[src/rtl/uart_pkg.sv]
// Shared types and UART timing constants for the command assembler.
// Exports asm_state_t, BAUD_DIV and BYTE_CYC.
package uart_pkg;

  typedef enum logic {
    IDLE,
    COLLECT
  } asm_state_t;

  localparam int BAUD_DIV = 2604;
  localparam int BYTE_CYC = 10 * BAUD_DIV;

endpackage

[src/rtl/uart_tmo_timer.sv]
// Inter-byte timer: 16-bit saturating counter, flags the last cycle.
// Ports: clk, rst_n, clr, en in; expired out (tmr == CNT-1).
module uart_tmo_timer #(
  parameter int CNT = 52080
) (
  input  logic clk,
  input  logic rst_n,
  input  logic clr,
  input  logic en,
  output logic expired
);

  localparam logic [15:0] LAST = 16'(CNT - 1);

  logic [15:0] tmr;

  always_ff @(posedge clk or negedge rst_n) begin
    if (!rst_n) begin
      tmr <= '0;
    end else if (clr) begin
      tmr <= '0;
    end else if (en && tmr != 16'hFFFF) begin
      tmr <= tmr + 16'd1;
    end
  end

  assign expired = (tmr == LAST);

endmodule

[src/rtl/uart_cmd_assembler.sv]
// Packs UART bytes MSB-first into a NUM_BYTES command word.
// Ports: clk, rst_n, rx_rdy, rx_data, clr_cmd_rdy in;
// clr_rx_rdy, cmd, cmd_rdy, cmd_ovr, tmo out.
// `CMD_TIMEOUT_EN builds the inter-byte timeout (tmo tied to 0 otherwise).
module uart_cmd_assembler
  import uart_pkg::*;
#(
  parameter int NUM_BYTES = 2,
  parameter int TMO_CYC   = 2 * BYTE_CYC
) (
  input  logic                   clk,
  input  logic                   rst_n,
  input  logic                   rx_rdy,
  input  logic [7:0]             rx_data,
  output logic                   clr_rx_rdy,
  output logic [8*NUM_BYTES-1:0] cmd,
  output logic                   cmd_rdy,
  input  logic                   clr_cmd_rdy,
  output logic                   cmd_ovr,
  output logic                   tmo
);

  localparam int CMD_W = 8 * NUM_BYTES;
  localparam int CNT_W = $clog2(NUM_BYTES + 1);
  localparam logic [CNT_W-1:0] LAST_CNT = CNT_W'(NUM_BYTES - 1);

  if (NUM_BYTES < 1 || NUM_BYTES > 4) begin : g_bad_nb
    $error("NUM_BYTES must be 1..4");
  end
  if (TMO_CYC < 1 || TMO_CYC > 65536) begin : g_bad_tmo
    $error("TMO_CYC must fit the 16-bit timer");
  end

  asm_state_t       state;
  logic [CNT_W-1:0] byte_cnt;
  logic [CMD_W-1:0] shreg;
  logic             last;
  logic             tmo_hit;

  // Mealy ack, gated so UART_rcv sees no clear while in reset.
  assign clr_rx_rdy = rx_rdy & rst_n;
  assign last       = (byte_cnt == LAST_CNT);

`ifdef CMD_TIMEOUT_EN
  logic expired;
  logic tmo_q;

  uart_tmo_timer #(
    .CNT(TMO_CYC)
  ) u_tmr (
    .clk    (clk),
    .rst_n  (rst_n),
    .clr    (rx_rdy || state == IDLE),
    .en     (state == COLLECT),
    .expired(expired)
  );

  // An arriving byte beats a simultaneous expiry.
  assign tmo_hit = (state == COLLECT) && !rx_rdy && expired;

  always_ff @(posedge clk or negedge rst_n) begin
    if (!rst_n) begin
      tmo_q <= 1'b0;
    end else begin
      tmo_q <= tmo_hit;
    end
  end

  assign tmo = tmo_q;
`else
  assign tmo_hit = 1'b0;
  assign tmo     = 1'b0;
`endif

  always_ff @(posedge clk or negedge rst_n) begin
    if (!rst_n) begin
      state    <= IDLE;
      byte_cnt <= '0;
      shreg    <= '0;
      cmd      <= '0;
      cmd_rdy  <= 1'b0;
      cmd_ovr  <= 1'b0;
    end else begin
      cmd_ovr <= 1'b0;
      if (clr_cmd_rdy) begin
        cmd_rdy <= 1'b0;
      end
      if (rx_rdy) begin
        shreg <= CMD_W'({shreg, rx_data});
        if (last) begin
          // Completion overrides a same-cycle consumer ack.
          cmd      <= CMD_W'({shreg, rx_data});
          cmd_rdy  <= 1'b1;
          cmd_ovr  <= cmd_rdy;
          byte_cnt <= '0;
          state    <= IDLE;
        end else begin
          byte_cnt <= byte_cnt + CNT_W'(1);
          state    <= COLLECT;
        end
      end else if (tmo_hit) begin
        state    <= IDLE;
        byte_cnt <= '0;
        shreg    <= '0;
      end
    end
  end

endmodule

[config.mk]
export PLATFORM = sky130hd
export DESIGN_NAME = uart_cmd_assembler
export DESIGN_NICKNAME = d
export VERILOG_FILES = /design/src/rtl/uart_pkg.sv /design/src/rtl/uart_tmo_timer.sv /design/src/rtl/uart_cmd_assembler.sv
export SDC_FILE = /design/constraint.sdc
export NUM_CORES = 1
export LEC_CHECK = 0
export ABC_CLOCK_PERIOD_IN_PS = 1600
export CORE_ASPECT_RATIO = 1.1
export CORE_MARGIN = 3
export CORE_UTILIZATION = 45
export CTS_CLUSTER_DIAMETER = 200
export DETAILED_ROUTE_END_ITERATION = 12
export HOLD_SLACK_MARGIN = 0.05
export PLACE_DENSITY_LB_ADDON = 0.1
export SLEW_MARGIN = 20
export SYNTH_ARGS = -nofsm -noshare
export SYNTH_HDL_FRONTEND = slang
export SYNTH_SLANG_ARGS = --single-unit
[constraint.sdc]
create_clock -name clk -period 1.6 [get_ports clk]
set_clock_uncertainty 0.15 [all_clocks]
set_input_delay 0.32 -clock clk [delete_from_list [all_inputs] [get_ports clk]]
set_output_delay 0.32 -clock clk [all_outputs]
set_load 0.02 [all_outputs]
==> metrics.txt <==
# TYPE chip_impl_metric gauge
chip_impl_metric{name="layout_cells_sized_above_1",unit="%"} 35.7
chip_impl_metric{name="total_switching_power",unit="µW"} 849
chip_impl_metric{name="first_pass_grt_wire_length",unit="mm"} 3.01
chip_impl_info{name="clockRootBuffer",value="sky130_fd_sc_hd__clkbuf_4"} 1
chip_impl_metric{name="postSynthRegisterBits",unit=""} 28
chip_impl_metric{name="clkLatencyLatePin",unit="ps"} 310
chip_impl_metric{name="detail_route.vias_per_cell",unit=""} 4.81
chip_impl_metric{name="power_leakage",unit="nW"} 0.705
chip_impl_metric{name="detail_route.first_pass.iterations",unit=""} 2
chip_impl_metric{name="fmaxAchievable",unit="GHz"} 0.639
chip_impl_info{name="synth.largest_area_cell",value="sky130_fd_sc_hd__dfrtp_1"} 1
chip_impl_metric{name="drt-total-wl",unit="mm"} 1.73
chip_impl_metric{name="coreArea",unit="µm²"} 2270
chip_impl_metric{name="finalHoldViolCount",unit=""} 0
chip_impl_info{name="outcome",value="finished clean"} 1
chip_impl_metric{name="placementRows",unit=""} 18
chip_impl_metric{name="instance_count_of_the_mapped_netlist",unit=""} 63
chip_impl_metric{name="combPwrFrac",unit="%"} 41.1
chip_impl_metric{name="die-height",unit="µm"} 57.5
chip_impl_metric{name="numCtsBuffers",unit=""} 3
chip_impl_metric{name="slew_violations",unit=""} 0
chip_impl_metric{name="post_synth_arst_share",unit="%"} 100
chip_impl_info{name="cp-start-kind",value="primary input"} 1
chip_impl_metric{name="drt_first_iter_violations",unit=""} 4
chip_impl_metric{name="sequentialPowerShare",unit="%"} 41.7
chip_impl_metric{name="yosys_warning_total",unit=""} 0
chip_impl_metric{name="finish.utilization",unit="%"} 64.6
chip_impl_metric{name="final.hold.worst_slack",unit="ps"} 262
chip_impl_metric{name="clock_edge_transition_at_the_registers_on_the_reported_setup_and_hold_paths",unit="ps"} 140
chip_impl_metric{name="finalWorstSetupSlack",unit="ps"} 35.8
chip_impl_metric{name="number_of_top_level_pins",unit=""} 32
chip_impl_metric{name="grt_antenna_before_repair",unit=""} 0
chip_impl_metric{name="setup_violations",unit=""} 0
chip_impl_metric{name="gpl.final_weighted_congestion",unit=""} 0.681
chip_impl_metric{name="p_sw_share",unit="%"} 32.4
chip_impl_metric{name="layout-area-overhead-vs-synth",unit="%"} 35.7
chip_impl_metric{name="synth-edff-count",unit=""} 0
chip_impl_info{name="grt_setup_unrepaired",value="no"} 1
chip_impl_metric{name="synth.avg_cell_area",unit="µm²"} 17.2
chip_impl_metric{name="htree_num_levels",unit=""} 1
chip_impl_metric{name="finalNetCount",unit=""} 111
chip_impl_metric{name="grt.total_usage",unit="%"} 13.4
chip_impl_info{name="timing_worst_setup_path_type",value="in2out"} 1
chip_impl_metric{name="critical_path.max_fanout",unit=""} 2
chip_impl_metric{name="drc",unit=""} 0
chip_impl_metric{name="hold_buf_cts",unit=""} 0
chip_impl_metric{name="die_w",unit="µm"} 52.8
chip_impl_metric{name="via_count_of_the_first_global_routing_pass",unit=""} 659
chip_impl_metric{name="power-per-cell-area",unit="nW/µm²"} 1780
chip_impl_metric{name="dieArea",unit="µm²"} 3030
chip_impl_metric{name="syn_nets",unit=""} 75
chip_impl_metric{name="preCtsSetupSlack",unit="ps"} -422
chip_impl_metric{name="placed_cells",unit=""} 124
chip_impl_metric{name="wl_per_cell",unit="µm"} 13.5
chip_impl_metric{name="vdd_drop_max",unit="mV"} 1.12
chip_impl_metric{name="pwr-share-clk",unit="%"} 17.2
chip_impl_metric{name="diodes",unit=""} 0
chip_impl_metric{name="min_period_over_period",unit="%"} 97.8
chip_impl_metric{name="intPower",unit="mW"} 1.77
chip_impl_metric{name="yosysTopAreaCellShare",unit="%"} 64.7
chip_impl_metric{name="initial_standard_cell_utilization_of_the_core",unit="%"} 47.6
chip_impl_info{name="top_cells_by_area_in_the_synthesized_netlist",value="sky130_fd_sc_hd__dfrtp_1 65%, sky130_fd_sc_hd__mux2_2 17%, sky130_fd_sc_hd__mux2_4 11%"} 1
chip_impl_metric{name="detailed_place_hpwl",unit="mm"} 1.28
chip_impl_metric{name="cts_num_sinks",unit=""} 28
chip_impl_info{name="post_synth_most_frequent_cells",value="28 x sky130_fd_sc_hd__dfrtp_1, 16 x sky130_fd_sc_hd__mux2_2, 8 x sky130_fd_sc_hd__mux2_4"} 1
chip_impl_metric{name="worstPathRequired",unit="ps"} 1130
chip_impl_metric{name="dr_total_vias",unit=""} 616
chip_impl_info{name="cp-end-kind",value="primary output"} 1
chip_impl_metric{name="worst-endpoint-arrival",unit="ps"} 1090
chip_impl_metric{name="fin_cells",unit=""} 128
chip_impl_metric{name="drv_cap",unit=""} 0
chip_impl_metric{name="io_buffers",unit=""} 30
chip_impl_metric{name="syn-cell-area",unit="µm²"} 1080
chip_impl_metric{name="ant_nets",unit=""} 0
chip_impl_info{name="yosysMostFrequentCell",value="sky130_fd_sc_hd__dfrtp_1"} 1
chip_impl_metric{name="synth_cell_type_count",unit=""} 14
chip_impl_metric{name="resized_cells_post_cts",unit=""} 22
chip_impl_metric{name="cts_buffer_depth",unit=""} 2
chip_impl_metric{name="n_fill_cell",unit=""} 174
chip_impl_info{name="hold_path.class",value="in2async"} 1
chip_impl_metric{name="synth_seq_area_share",unit="%"} 64.7
chip_impl_metric{name="grt.overflow.total",unit=""} 0
chip_impl_metric{name="cts_post_setup_buffers_inserted",unit=""} 0
chip_impl_metric{name="total_power",unit="mW"} 2.62
chip_impl_info{name="ys_dominant_reg_cell",value="sky130_fd_sc_hd__dfrtp_1"} 1
chip_impl_info{name="tritoncts",value="built"} 1
chip_impl_metric{name="grt_start_max_net_pins",unit=""} 29
chip_impl_metric{name="min_period",unit="ps"} 1560
layout make-up:
class / count / area [µm²] / area share (%)
clock buffers: 3 / 22.5 / 1.53
clock inverters: 1 / 30.0 / 2.04
inverters: 1 / 3.75 / 0.255
multi-input cells: 31 / 358 / 24.3
flip-flops and latches: 28 / 701 / 47.7
well taps: 30 / 37.5 / 2.55
repair buffers: 34 / 318 / 21.6
critical path, stage by stage:
cell and delay (ps):
sky130_fd_sc_hd__clkdlybuf4s50_1 490, sky130_fd_sc_hd__and2_4 150, sky130_fd_sc_hd__buf_4 130
placed cells by master (no fill, tap or decap), drive strengths merged:
cell type | Yosys | final
a21boi | 1 | 1
nor2 | 1 | 1
mux2 | 24 | 24
bufinv | 0 | 1
inv | 1 | 1
dlygate4sd2 | 0 | 18
and2 | 1 | 1
clkbuf | 0 | 3
conb | 1 | 1
nand3b | 1 | 1
o21ai | 1 | 1
clkdlybuf4s50 | 0 | 11
dfrtp | 28 | 28
xor2 | 1 | 1
buf | 3 | 5
cell families (layout without fill, tap and decap cells):
| family | count (synthesis) | after routing | synth area share (%) |
|---|---|---|---|
| other cells | 1 | 1 | 0.346 |
| flops | 28 | 28 | 64.7 |
| xor+xnor | 1 | 1 | 0.808 |
| compound gates | 2 | 2 | 1.15 |
| mux | 24 | 24 | 27.7 |
| buf+inv | 4 | 39 | 2.54 |
| simple gates | 3 | 3 | 2.77 |
metal layers:
layer | GRT usage, % | routed length (µm) | part of all wire [%] | up-vias
met4 | 5.47 | 15 | 0.87 | 0
met3 | 2.35 | 84 | 4.8 | 2
li1 | - | - | - | 285
met1 | 17.6 | 767 | 44 | 314
met5 | 0 | 0 | 0 | -
met2 | 21.8 | 866 | 50 | 15
power groups by stage:
stage	logic (mW)	clock network, mW	registers [mW]
floorplan	0.399	0	1.38
global placement	1.24	0	1.11
detailed placement	1.25	0	1.12
CTS	1.09	0.460	1.10
global route	1.14	0.497	1.13
finish	1.08	0.449	1.09
through the flow:
step                      TNS [ps]  cell area (µm²)
final                            0             1470
after global routing             0             1470
after CTS                        0             1470
after detailed placement     -4770             1440
after global placement       -4420             1440
after floorplan                  0             1080
sequential cells by signal (all words and copies together) (netlist names):
register	count
byte_cnt	2
cmd_rdy	1
cmd	16
cmd_ovr	1
shreg	8
path summary, 6_finish.rpt:
path | startpoint | endpoint | slack, ps | depth (start not counted)
worst max-delay path | rst_n | clr_rx_rdy | 40 | 3
worst min-delay path | rst_n | shreg[5] | 260 | 2
worst max register to register | byte_cnt[0] | cmd[5] | 290 | 3
worst min register to register | cmd_rdy | cmd_ovr | 370 | 2
max in group asynchronous | rst_n | cmd[1] | 790 | 2
min in group clk | cmd_rdy | cmd_ovr | 370 | 2
Power figures use the tool's default switching activity.
==> RTL edit 1: new RTL, config.mk and constraints unchanged <==
Build with the macro `CMD_TIMEOUT_EN` defined.
--- a/src/rtl/uart_cmd_assembler.sv
+++ b/src/rtl/uart_cmd_assembler.sv
@@ -2,6 +2,8 @@
 // Ports: clk, rst_n, rx_rdy, rx_data, clr_cmd_rdy in;
 // clr_rx_rdy, cmd, cmd_rdy, cmd_ovr, tmo out.
 // `CMD_TIMEOUT_EN builds the inter-byte timeout (tmo tied to 0 otherwise).
+`define CMD_TIMEOUT_EN
+
 module uart_cmd_assembler
   import uart_pkg::*;
 #(
Function: same outputs for any inputs over 10 cycles, from zero or initial values and one cycle with rst_n low; that may be too few to reach the edited logic, so the function may still have changed.
==> RTL edit 1 against the original RTL <==
- sequential power grew 25%
- the run now ends with setup timing left
- power grew 9.2%
- core utilization grew 8.0 points
- design area grew 120%
- combinational power shrank 42%
- wire length grew to 3.2 times the old value
- area after synthesis grew 100%
- worst setup slack lost 0.15 ns
- largest cell class unchanged
- sequential cell count grew 18
==> RTL edit 1: results (changes against the original RTL) <==
| Metric | Value |
|---|---|
| Synth warn | `0 (unchanged)` |
| Post-synthesis compound-gate area fraction | `0.1417 (+0.1302)` |
| Reg clk slew, reported paths | `0.09 ns (-0.05 ns)` |
| Critical Path AT | `1.79 ns (+0.70 ns)` |
| Failing checks | `setup timing` |
| Post-DR wirelength/cell | `15.95 um (+18%)` |
| CTS buffer count | `5 (+2)` |
| Maximum vdd drop | `0.0003923 V (-65%)` |
| Clock latency on the worst-skew pair | `0.30 ns` |
| Dpl ws | `-0.5001 ns (-0.07787 ns)` |
| Total global-route track usage | `0.1986 (+0.06430)` |
| Clk root buf | `clkbuf_8` |
| CP Max Fanout | `6 (+4)` |
| Nets@finish | `305 (+170%)` |
| Synth cell types | `44 (+30)` |
| Area after DPL | `2860 sq um (+99%)` |
| Slowest cell delay on critical path | `0.39 ns (-0.10 ns)` |
| Proportion of synthesized area in mux cells | `0.06015 (-0.2170)` |
| Static Leakage | `1.529 nW (+120%)` |
| CP top delay family | `flip-flops` |
| Synth async-reset ratio | `1.000 (unchanged)` |
| Status | `finished with violations` |
| Origin of the critical flop-to-flop path | `u_tmr.tmr[0]$_DFFE_PN0P_` |
| Final setup TNS | `-1.482 ns (-1.482 ns)` |
| Setup ws final | `-0.1108 ns (-0.1466 ns)` |
| Layout cells sized above 1 | `0.3959 (+0.03876)` |
| Seq/Total Area, Yosys | `0.5321 (-0.1146)` |
| Top flop regs | `cmd: 16 flops, u_tmr.tmr: 16 flops, shreg: 8 flops` |
| Via density | `5.458 (+13%)` |
| IO buf count | `31 (+3.3%)` |
| DRT iter0 DRCs | `84 (+80)` |
| Synthesized Nets | `222 (+200%)` |
| Fillers | `304 (+75%)` |
| Sw Share | `0.2873 (-0.03657)` |
| Final setup violation count | `20 (+20)` |
| Top cells by instance count after synthesis | `dfrtp_1, nand2_1, inv_1` |
| Adder-cell share of the synthesized area | `0.005784 (+0.005784)` |
| Hpwl dp | `3.552 mm (+180%)` |
| Critical-path top delay cell | `dfrtp_1` |
| Top cells by area, synth | `dfrtp_1, nand2_1, mux2_2, o31ai_1, o21ai_0` |
| Synth Area in XOR/XNOR | `0.008097 (+0.00001403)` |
| H-tree Lvls | `2 (+1)` |
| Largest net degree at the start of global routing | `47 (+62%)` |
| Hold WC Path Type | `flop to flop` |
| GPL Wtd Cong | `0.8425 (+24%)` |
| Critical Path Start | `u_tmr.tmr[0]$_DFFE_PN0P_` |
| Max-cap violations | `0 (unchanged)` |
| DRT Pass-1 Iters | `4 (+2)` |
| Vias in the first global route | `1952 (+200%)` |
| Global-route wire length before repair | `8.956 mm (+200%)` |
[RTL edit 1: area by class of cell]
type,count,area [sq um],share of cell area
Clock inverter,2,37.54,0.01156
Inverter,13,48.80,0.01502
Sequential cell,46,1154,0.3552
Multi-Input combinational cell,139,1110,0.3417
Tap cell,54,67.56,0.02080
Clock buffer,6,72.57,0.02234
Timing Repair Buffer,87,758.2,0.2334
[RTL edit 1: power by group through the flow]
| stage | clock [mW] | combinational [mW] | sequential (mW) |
|---|---|---|---|
| finish | 0.877 | 0.624 | 1.36 |
| CTS | 0.899 | 0.626 | 1.36 |
| global placement | 0 | 0.665 | 1.38 |
| global route | 0.938 | 0.677 | 1.38 |
| floorplan | 0 | 0.175 | 1.52 |
| detailed placement | 0 | 0.679 | 1.39 |
[RTL edit 1: final timing paths]
kind                            cells after the start                         to  slack [ns]
min in group asynchronous                           3         cmd[5]$_DFFE_PN0P_        0.50
max in group asynchronous                           3  u_tmr.tmr[10]$_DFFE_PN0P_        0.37
worst min register to register                      2         cmd[8]$_DFFE_PN0P_        0.34
worst min-delay path                                2         cmd[8]$_DFFE_PN0P_        0.34
worst max register to register                      5  u_tmr.tmr[11]$_DFFE_PN0P_       -0.11
worst max-delay path                                5  u_tmr.tmr[11]$_DFFE_PN0P_       -0.11
[RTL edit 1: kinds of logic (layout without fill, tap and decap cells)]
group	Yosys count	in the layout
AO/OA/AOI/OAI	44	44
AND/OR/NAND/NOR	80	80
multiplexers	12	12
adder cells (fa/ha/maj)	1	1
flip-flops	46	46
buffers and inverters	24	108
XOR/XNOR	2	2
[RTL edit 1: routing by layer]
layer / up-vias / track usage / routed length (um)
li1: 899 / - / -
met1: 925 / 0.2335 / 2308
met2: 55 / 0.3461 / 2825
met3: 15 / 0.04810 / 256
met4: 0 / 0.07519 / 144
met5: - / 0 / 0
[RTL edit 1: worst min-delay path, stage by stage, from the launching register on]
cell and delay, ns:
dfrtp_1 0.35, nand2_1 0.05, o21ai_0 0.06
[RTL edit 1: timing repair]
| item | 4_1_cts | 5_1_grt |
|---|---|---|
| setup buffers | 8 | 2 |
| pin swaps | 7 | 16 |
| gates cloned | 2 | 0 |
| hold endpoints to repair | 46 | 0 |
| setup endpoints to repair | 59 | 26 |
| hold buffers | 1 | 0 |
| gates resized for setup | 53 | 20 |
[RTL edit 1: stage by stage]
step | cells | hold slack, ns
floorplan | 209 | -0.1256
finish | 347 | 0.3394
global placement | 326 | 0.2986
global route | 347 | 0.3752
CTS | 345 | 0.3447
detailed placement | 326 | 0.3097
==> RTL edit 2: new RTL, same flow settings <==
Made on the original files. Set the parameter `NUM_BYTES` to 4 (it was 2).
--- a/src/rtl/uart_cmd_assembler.sv
+++ b/src/rtl/uart_cmd_assembler.sv
@@ -5,7 +5,7 @@
 module uart_cmd_assembler
   import uart_pkg::*;
 #(
-  parameter int NUM_BYTES = 2,
+  parameter int NUM_BYTES = 4,
   parameter int TMO_CYC   = 2 * BYTE_CYC
 ) (
   input  logic                   clk,
Interface: changed (resized cmd); port bits go from 32 to 48. No check against the original RTL was run, so the function may have changed too.
==> RTL edit 2 against the original RTL <==
- worst hold slack lost 0.22 ns
- worst setup slack gained 0.061 ns
- die area grew 99%
- design area grew 100%
- clock power grew to 2.7 times the old value
- wire length grew 130%
- area after synthesis grew 110%
- power grew 110%
- sequential cell count grew 33
==> RTL edit 2: results (changes against the original RTL) <==
| Metric | Value |
|---|---|
| GPL Wtd Cong | `0.7263 (+6.7%)` |
| Nets@finish | `206 (+86%)` |
| Post-synthesis compound-gate area fraction | `0.007563 (-0.003984)` |
| Maximum vdd drop | `0.0008861 V (-21%)` |
| Vias in the first global route | `1459 (+120%)` |
| Worst path bufs/invs | `1 (-1)` |
| Pint | `3.641 mW (+110%)` |
| WHS | `0.04617 ns (-0.2163 ns)` |
| Fillers | `378 (+120%)` |
| Met3 WL | `214 um (+150%)` |
| Top flop regs | `cmd: 32 flops, shreg: 24 flops, byte_cnt: 3 flops` |
| Global Route met1 Usage | `0.1606 (-0.01555)` |
| Final worst path period share | `0.9395 (-0.03812)` |
| Synth cell types | `16 (+2)` |
| Post-DR wirelength/cell | `15.45 um (+14%)` |
| Synth Area in XOR/XNOR | `0 (-0.008083)` |
| IO buf count | `46 (+53%)` |
| R2r setup slk | `0.1 ns (-0.19 ns)` |
| Metal-1 WL | `1.592 mm (+110%)` |
| Met3 Use GR | `0.06188 (+0.03838)` |
| Cells after DPL | `238 (+92%)` |
| Static Leakage | `1.405 nW (+99%)` |
| Synthesized Nets | `150 (+100%)` |
| Grt met2 use | `0.2531 (+0.03499)` |
| Status | `completed` |
| DRT Pass-1 Iters | `4 (+2)` |
| Layout cells sized above 1 | `0.2640 (-0.09318)` |
| Adder-cell share of the synthesized area | `0.005402 (+0.005402)` |
| Worst R2R End | `cmd[15]$_DFFE_PN0P_` |
| Top cells by area, synth | `dfrtp_1, mux2_2, mux2_1, buf_6, buf_4` |
| Reg clk slew, reported paths | `0.06 ns (-0.08 ns)` |
| Clk root buf | `clkbuf_8` |
| Proportion of synthesized area in mux cells | `0.2771 (about the same)` |
| Final wirelength | `3.910 mm (+130%)` |
| DRT iter0 DRCs | `26 (+22)` |
| CTS buffer count | `9 (+6)` |
| Post-synthesis instance total | `137 (+120%)` |
| Slowest cell delay on critical path | `0.38 ns (-0.11 ns)` |
| Critical Path Start | `cmd[25]$_DFFE_PN0P_` |
| Largest net degree at the start of global routing | `62 (+110%)` |
| CP top delay family | `flip-flops` |
| Worst reg2reg path depth | `4 (+1)` |
## RTL edit 2: cell count changes after synthesis, sizes merged
cell	before	now
nor2b	0	1
nand2b	0	2
buf	3	7
xor2	1	0
dfrtp	28	61
mux2	24	57
ha	0	1
o21ai	1	2
## RTL edit 2: power by group through the flow
stage               Sequential, mW  Clock, mW  Combinational (mW)
global route                  2.42       1.33                2.04
global placement              2.36          0                2.16
floorplan                     2.88          0               0.613
finish                        2.34       1.20                1.89
CTS                           2.35       1.26                1.92
detailed placement            2.40          0                2.21
## RTL edit 2: cells by family after synthesis
logic type	after synthesis
muxes	57
AOI/OAI and AO/OA	3
DFF	61
and+or+nand+nor	6
adders and majority gates	1
other	1
buffers and inverters	8
## RTL edit 2: layout make-up
class                   instances  area share
clock buffers                  14     0.05748
multi-input cells              68      0.2420
repair buffers                 52      0.1662
flip-flops and latches         61      0.5081
clock inverters                 1    0.001666
inverters                       1    0.001249
well taps                      56     0.02332
